## config.mk

```make
export PLATFORM = sky130hd
export DESIGN_NAME = mac_operand_feeder
export DESIGN_NICKNAME = d
export VERILOG_FILES = /design/src/rtl/mac_pkg.sv /design/src/rtl/operand_fifo.sv /design/src/rtl/mac_operand_feeder.sv
export SDC_FILE = /design/constraint.sdc
export NUM_CORES = 1
export LEC_CHECK = 0
export CAP_MARGIN = 25
export CORE_UTILIZATION = 45
export DETAILED_ROUTE_END_ITERATION = 10
export PLACE_DENSITY = 0.75
export SLEW_MARGIN = 20
export SYNTH_ARGS = -nofsm -noshare
export SYNTH_HDL_FRONTEND = slang
export SYNTH_SLANG_ARGS = --single-unit
export TNS_END_PERCENT = 1
```

## constraint.sdc

```tcl
create_clock -name clk -period 2.7 [get_ports clk]
set_input_delay 0.405 -clock clk [delete_from_list [all_inputs] [get_ports clk]]
set_output_delay 0.405 -clock clk [all_outputs]
set_load 0.05 [all_outputs]
```

## src/rtl/mac_pkg.sv

```systemverilog
// Shared types and widths for the MAC datapath.
// Operand pairs travel between feeder stages as op_pair_t.
package mac_pkg;

    localparam int OP_W      = 8;
    localparam int RESULT_W  = 22;
    localparam int VEC_CNT_W = 8;

    typedef struct packed {
        logic [OP_W-1:0] a;
        logic [OP_W-1:0] b;
    } op_pair_t;

endpackage

```

## src/rtl/operand_fifo.sv

```systemverilog
// Small synchronous FIFO of operand pairs.
// Occupancy counter is one bit wider than the pointers.
module operand_fifo
    import mac_pkg::*;
#(
    parameter int DEPTH = 4
) (
    input  logic     clk,
    input  logic     rst,
    input  logic     push,
    input  op_pair_t wdata,
    input  logic     pop,
    output op_pair_t rdata,
    output logic     full,
    output logic     empty
);

    localparam int AW = $clog2(DEPTH);

    op_pair_t        mem [DEPTH];
    logic [AW-1:0]   wr_ptr;
    logic [AW-1:0]   rd_ptr;
    logic [AW:0]     count;
    logic            do_push;
    logic            do_pop;

    assign full    = (count == (AW+1)'(DEPTH));
    assign empty   = (count == '0);
    assign do_push = push && !full;
    assign do_pop  = pop && !empty;
    assign rdata   = mem[rd_ptr];

    // Storage array; written at the tail on every accepted push.
    always_ff @(posedge clk) begin
        if (do_push) begin
            mem[wr_ptr] <= wdata;
        end
    end

    // Pointers wrap naturally; occupancy tracks push/pop balance.
    always_ff @(posedge clk or negedge rst) begin
        if (!rst) begin
            wr_ptr <= '0;
            rd_ptr <= '0;
            count  <= '0;
        end else begin
            if (do_push) begin
                wr_ptr <= wr_ptr + 1'b1;
            end
            if (do_pop) begin
                rd_ptr <= rd_ptr + 1'b1;
            end
            unique case ({do_push, do_pop})
                2'b10:   count <= count + 1'b1;
                2'b01:   count <= count - 1'b1;
                default: count <= count;
            endcase
        end
    end

endmodule

```

## src/rtl/mac_operand_feeder.sv

```systemverilog
// Feeds buffered operand pairs into the MAC one per cycle.
// Flags the cycle in which the MAC result holds a full vector sum.
module mac_operand_feeder
    import mac_pkg::*;
#(
    parameter int DEPTH   = 4,
    parameter int VEC_LEN = 8
) (
    input  logic                 clk,
    input  logic                 rst,
    input  logic                 in_valid,
    input  logic [OP_W-1:0]      in_a,
    input  logic [OP_W-1:0]      in_b,
    output logic                 in_ready,
    input  logic                 en,
    output logic [OP_W-1:0]      a,
    output logic [OP_W-1:0]      b,
    output logic                 active,
    output logic                 sum_valid,
    output logic [VEC_CNT_W-1:0] vec_count
);

    op_pair_t   wr_pair;
    op_pair_t   head;
    logic       full;
    logic       empty;
    logic       push;
    logic       pop;
    logic [7:0] beat;
    logic       last_issued;

    assign wr_pair  = '{a: in_a, b: in_b};
    assign in_ready = !full;
    assign push     = in_valid && in_ready;
    assign pop      = en && !empty;

    operand_fifo #(
        .DEPTH (DEPTH)
    ) u_fifo (
        .clk   (clk),
        .rst   (rst),
        .push  (push),
        .wdata (wr_pair),
        .pop   (pop),
        .rdata (head),
        .full  (full),
        .empty (empty)
    );

    // Issue the head pair or a zero bubble; count beats within a vector.
    always_ff @(posedge clk or negedge rst) begin
        if (!rst) begin
            a           <= '0;
            b           <= '0;
            active      <= 1'b0;
            beat        <= '0;
            last_issued <= 1'b0;
        end else if (pop) begin
            a      <= head.a;
            b      <= head.b;
            active <= 1'b1;
            if (beat == 8'(VEC_LEN - 1)) begin
                beat        <= '0;
                last_issued <= 1'b1;
            end else begin
                beat        <= beat + 1'b1;
                last_issued <= 1'b0;
            end
        end else begin
            a           <= '0;
            b           <= '0;
            active      <= 1'b0;
            last_issued <= 1'b0;
        end
    end

    // Align completion with the MAC result and count finished vectors.
    always_ff @(posedge clk or negedge rst) begin
        if (!rst) begin
            sum_valid <= 1'b0;
            vec_count <= '0;
        end else begin
            sum_valid <= last_issued;
            if (sum_valid) begin
                vec_count <= vec_count + 1'b1;
            end
        end
    end

endmodule

```

* Word level (Yosys, flattened, before mapping)
Memory sizes are Yosys's and may differ from the RTL's.
Cells that the tools add are included.
** Word-level totals
- Memories :: 1
- Logic and storage cells :: 38
- Bits in writable memories :: 64
- Input bits :: 20
- Output and inout bits :: 27
- Bits in registers :: 42
** Cells by class
- Equality and inequality tests :: 4
- $add $sub $neg :: 6
- Reduce and logical (&&, ||, !) cells :: 8
- Muxes and demuxes :: 9
** Memories
- u_fifo.mem :: words 4, bits a word 16, read ports 1, clocked after memory_dff 0, write ports 1, RTL line operand_fifo.sv:20 : op_pair_t mem [DEPTH];
** Operator list (count)
- 8-bit two-way mux :: 3
- 8-bit by 1-bit adder with 8-bit output (second input constant) :: 2
- 8-bit by 3-bit == test with 1-bit output (second input constant) :: 1
- 3-bit case mux with 2 select lines :: 1
- 1-bit two-way mux :: 5
- 2-bit by 1-bit adder with 2-bit output (second input constant) :: 2
- 1-bit logical AND :: 4
- 3-bit by 1-bit adder with 3-bit output (second input constant) :: 1
- 3-bit == test (second input constant) :: 1
- 3-bit logical NOT :: 1
- 3-bit by 1-bit subtractor with 3-bit output (second input constant) :: 1
- 2-bit by 1-bit == test with 1-bit output (second input constant) :: 1
- 2-bit == test (second input constant) :: 1
- 1-bit logical NOT :: 2
- 2-bit nonzero test :: 1

* Depth between registers and ports, before layout
- Depth after elaboration :: 6
- Depth in mapped cells :: 10
- Depth with buffers taken out :: 10

* Hierarchy
From an unflattened synthesis, not the netlist that was laid out.
** Unflattened totals
- Cell total of the unflattened synthesis :: 223
- Area total of the unflattened synthesis :: 4124.0 um^2
** Modules (own cells, without submodules)
- operand_fifo :: times used 1, seq. area each 2097.0 um^2, area each 2775.2 um^2, cells each 121
- mac_operand_feeder :: times used 1, seq. area each 875.8 um^2, area each 1348.8 um^2, cells each 102

* Least setup slack after synthesis
OpenSTA, ideal clock, no wires.
- Path type :: register to register
- Start :: reg u_fifo.count[0]
- End :: reg u_fifo.count[2]
- Path slack :: 251 ps
- Stages on the path, launching flop included :: 11
- Buffers on the path :: 0
- Arrival :: 2370 ps
- Required time :: 2621 ps
- Library setup time :: 79 ps
- Cells stage by stage :: dfrtp_1 > inv_1 > nand3_1 > and2_1 > inv_1 > ha_1 > inv_1 > fa_1 > xor2_1 > nor2_1 > xor2_1
** On the way
- Longest elaborated chain between the ends :: 6
- Elaborated cells between the ends (all ways) :: 14
- Classes of those cells :: add/sub: 2; eq/ne: 3; mux: 1; reduce/logical: 8
** Ends and longest elaborated chain
- from (decl) :: RTL line operand_fifo.sv:23 : logic [AW:0] count;
- from (signal assigned) :: RTL line operand_fifo.sv:54 : 2'b10: count <= count + 1'b1;
- from (signal assigned) :: RTL line operand_fifo.sv:55 : 2'b01: count <= count - 1'b1;
- from (signal assigned) :: RTL line operand_fifo.sv:56 : default: count <= count;
- 3-bit == test * :: RTL line operand_fifo.sv:27 : assign full = (count == (AW+1)'(DEPTH));
- 1-bit logical NOT * :: RTL line mac_operand_feeder.sv:33 : assign in_ready = !full;
- net in_ready :: RTL line mac_operand_feeder.sv:14 : output logic in_ready,
- 1-bit logical AND :: RTL line mac_operand_feeder.sv:34 : assign push = in_valid && in_ready;
- 1-bit logical AND * :: RTL line operand_fifo.sv:29 : assign do_push = push && !full;
- 2-bit by 1-bit == test with 1-bit output or 2-bit == test (tied branches) :: RTL line operand_fifo.sv:53 : unique case ({do_push, do_pop})
- 3-bit case mux with 2 select lines or 2-bit nonzero test (tied branches)
The timed path passes the listed nets; every way through them passes the cells marked *.
A chain may end at the register's enable or synchronous reset.

* Worst setup path after layout
- Start :: reg u_fifo.count[0]
- End :: out in_ready
** On the way
- Longest elaborated chain between the ends :: 2
** Ends and longest elaborated chain (RTL line)
- 3-bit == test :: operand_fifo.sv:27
- 1-bit logical NOT :: mac_operand_feeder.sv:33
- to (decl) :: mac_operand_feeder.sv:14
No other way between the ends.

==> run summary <==
Outcome: finished, final reports clean
Die extent in y: 96.4 um
Commonest non-fill, non-tap cells in the layout: edfxtp_1 (64), clkdlybuf4s50_1 (45), dfrtp_1 (42)
Unrepaired setup endpoints after global routing: no
CTS tree: done
Drt first pass iters: 5
Ant. Diodes: 0
Largest net degree at the start of global routing: 43
Via density: 5.03
Wire length per cell: 16.0 um
Post-route ant nets: 0
Number of global-route vias before repair: 1948
Synth area leaders: edfxtp_1 (48%), dfrtp_1 (26%), mux4_2 (9.0%), and2_1 (2.7%), xnor2_1 (2.4%)
Post-CTS Setup Bufs: 0
Global Route Usage Sum: 0.153
Starting Density: 0.462
Critical Path RT: 2.30 ns
Setup TNS Final: 0 ns
VDD IR-drop max: 0.541 mV
Slew Limit Fails: 0
Initial antenna violation count: 0
Layout net count: 303
IO Pins: 47
Critical Path End Type: output pin
Core ar.: 8680 um2
Yosys top cell area share: 0.479
WP data arrival: 1.91 ns
Syn_nets: 244
Utilization after layout: 0.557
Setup crit start kind: register
Register area share after synthesis: 0.741
H-tree levels: 3
Max Root-Sink Buffers: 2
Final GP Congestion: 0.726
Pwr/cell area: 998 nW/um2
Crit path kind: reg -> out
Commonest non-fill, non-tap cell in the layout: edfxtp_1
Aggregate global routing overflow: 0
Final period util: 0.858
Warnings, synthesis: 0
P&R area growth vs syn: 20.4%
Global-route wire length before repair: 9.88 mm
Slew of the pin with the lowest slew margin: 0.764 ns
Final wirelength: 6.20 mm
Cell variety after synth: 26
Vias: 1953
Worst Hold Class: reg -> reg
CP Max Fanout: 6
Die span in x: 96.4 um
Drt initial violations: 96
Fin crit period: 2.32 ns
Clk_lat worst skew: 0.37 ns
Die area: 9290 um2
HPWL Detailed: 3.86 mm
Total CTS buffers: 9
Relative slew slack: 0.490
Syn_area_per_cell: 18.6 um2
Leakage power: 1.86 nW
Worst hold slack: 0.368 ns
#FFs+latches synth: 106
Residual DRC count: 0
Cell taking the most area after synthesis: edfxtp_1
Max Cap Viol: 0
Max Fclk: 432 MHz
Row count: 34
Synth Cell Area: 4010 um2
Number of buffers added on ports: 46
Share of cells above drive strength 1: 0.164
FILL cells: 693
CTS clock-pin slew for the worst setup and hold paths: 0.09 ns
Root Buffer: clkbuf_8
Final setup vio count: 0
Clock Skew: 0.00861 ns
Hold Fails Final Rpt: 0
Clock Sinks: 106
Instance count of the mapped netlist: 216
## state kept, by name, summed over array words and instances (netlist names), 2 cells and up
name,count
u_fifo.count,3
a,8
u_fifo.wr_ptr,2
beat,8
u_fifo.rd_ptr,2
u_fifo.mem,64
vec_count,8
b,8
## timing repair
action	CTS	global route
hold buffers	0	1
resized for setup	0	0
hold endpoints to repair	0	12
## kinds of logic after synthesis
family,share of synthesized area
multiplexers,0.101
adder cells (fa/ha/maj),0.0268
flip-flops,0.741
XOR/XNOR,0.0393
buffers and inverters,0.0159
AND/OR/NAND/NOR,0.0665
AO/OA/AOI/OAI,0.00936
## final timing paths
kind / from / to / slack [ns] / cells after the start
setup / recovery: u_fifo.count[0]$_DFFE_PN0P_ / in_ready / 0.38 / 3
hold reg to reg: last_issued$_DFF_PN0_ / sum_valid$_DFF_PN0_ / 0.37 / 0
setup reg to reg: u_fifo.count[0]$_DFFE_PN0P_ / u_fifo.count[2]$_DFFE_PN0P_ / 0.58 / 10
min in group asynchronous: rst / vec_count[7]$_DFFE_PN0P_ / 0.47 / 2
max in group asynchronous: rst / u_fifo.wr_ptr[1]$_DFFE_PN0P_ / 1.76 / 3
hold / removal: last_issued$_DFF_PN0_ / sum_valid$_DFF_PN0_ / 0.37 / 0
## critical path: stages, from the launching register on
cell and delay (ns):
dfrtp_1 0.43, inv_1 0.10, nand3_1 0.17, clkdlybuf4s50_1 0.84
## where the power goes
| part | leakage [nW] | internal (mW) | switching, mW |
|---|---|---|---|
| clock | 0.0948 | 0.372 | 0.532 |
| sequential | 1.13 | 2.13 | 0.217 |
| combinational | 0.636 | 0.692 | 0.875 |
| total | 1.86 | 3.20 | 1.62 |
## final cells by class
type,instances,area (um2),share of cell area
Clock buffer,10,138,0.0285
Clock inverter,6,50.0,0.0104
Inverter,8,30.0,0.00622
Multi-Input combinational cell,96,973,0.202
Sequential cell,106,2970,0.616
Tap cell,108,135,0.0280
Timing Repair Buffer,54,531,0.110
## synthesized netlist by cell type
| library cell | number |
|---|---|
| nor3_1 | 3 |
| a22o_1 | 1 |
| a21o_1 | 1 |
| dfrtp_1 | 42 |
| xnor2_1 | 11 |
| mux4_2 | 16 |
| edfxtp_1 | 64 |
| nand2_1 | 7 |
| or4_4 | 1 |
| xor2_1 | 7 |
| and2_1 | 17 |
| and3_1 | 5 |
| inv_1 | 8 |
| nand3_1 | 2 |
| fa_1 | 1 |
| buf_6 | 1 |
| ha_1 | 7 |
| mux2i_1 | 1 |
| o31ai_4 | 1 |
| clkbuf_1 | 2 |
| mux2_2 | 3 |
| nor4_1 | 1 |
| buf_2 | 3 |
| nor2_1 | 5 |
| nor3_2 | 1 |
| nand4_1 | 5 |
## per-layer routing
layer | GRT usage | vias to the layer above | routed length (um)
met5 | 0 | - | 0
met4 | 0.0515 | 0 | 44
met3 | 0.0587 | 6 | 325
met2 | 0.245 | 48 | 3120
met1 | 0.192 | 986 | 2720
li1 | - | 913 | -
## through the flow
step                instances  instance area (um2)  power [mW]  setup slack, ns
floorplan                 216                 4010        3.48            0.251
global placement          370                 4610        3.94            0.517
detailed placement        370                 4610        3.98            0.457
CTS                       386                 4800        4.89            0.367
global route              388                 4830        5.09            0.258
finish                    388                 4830        4.82            0.383
Note: power is estimated with default switching activity, not from simulation.
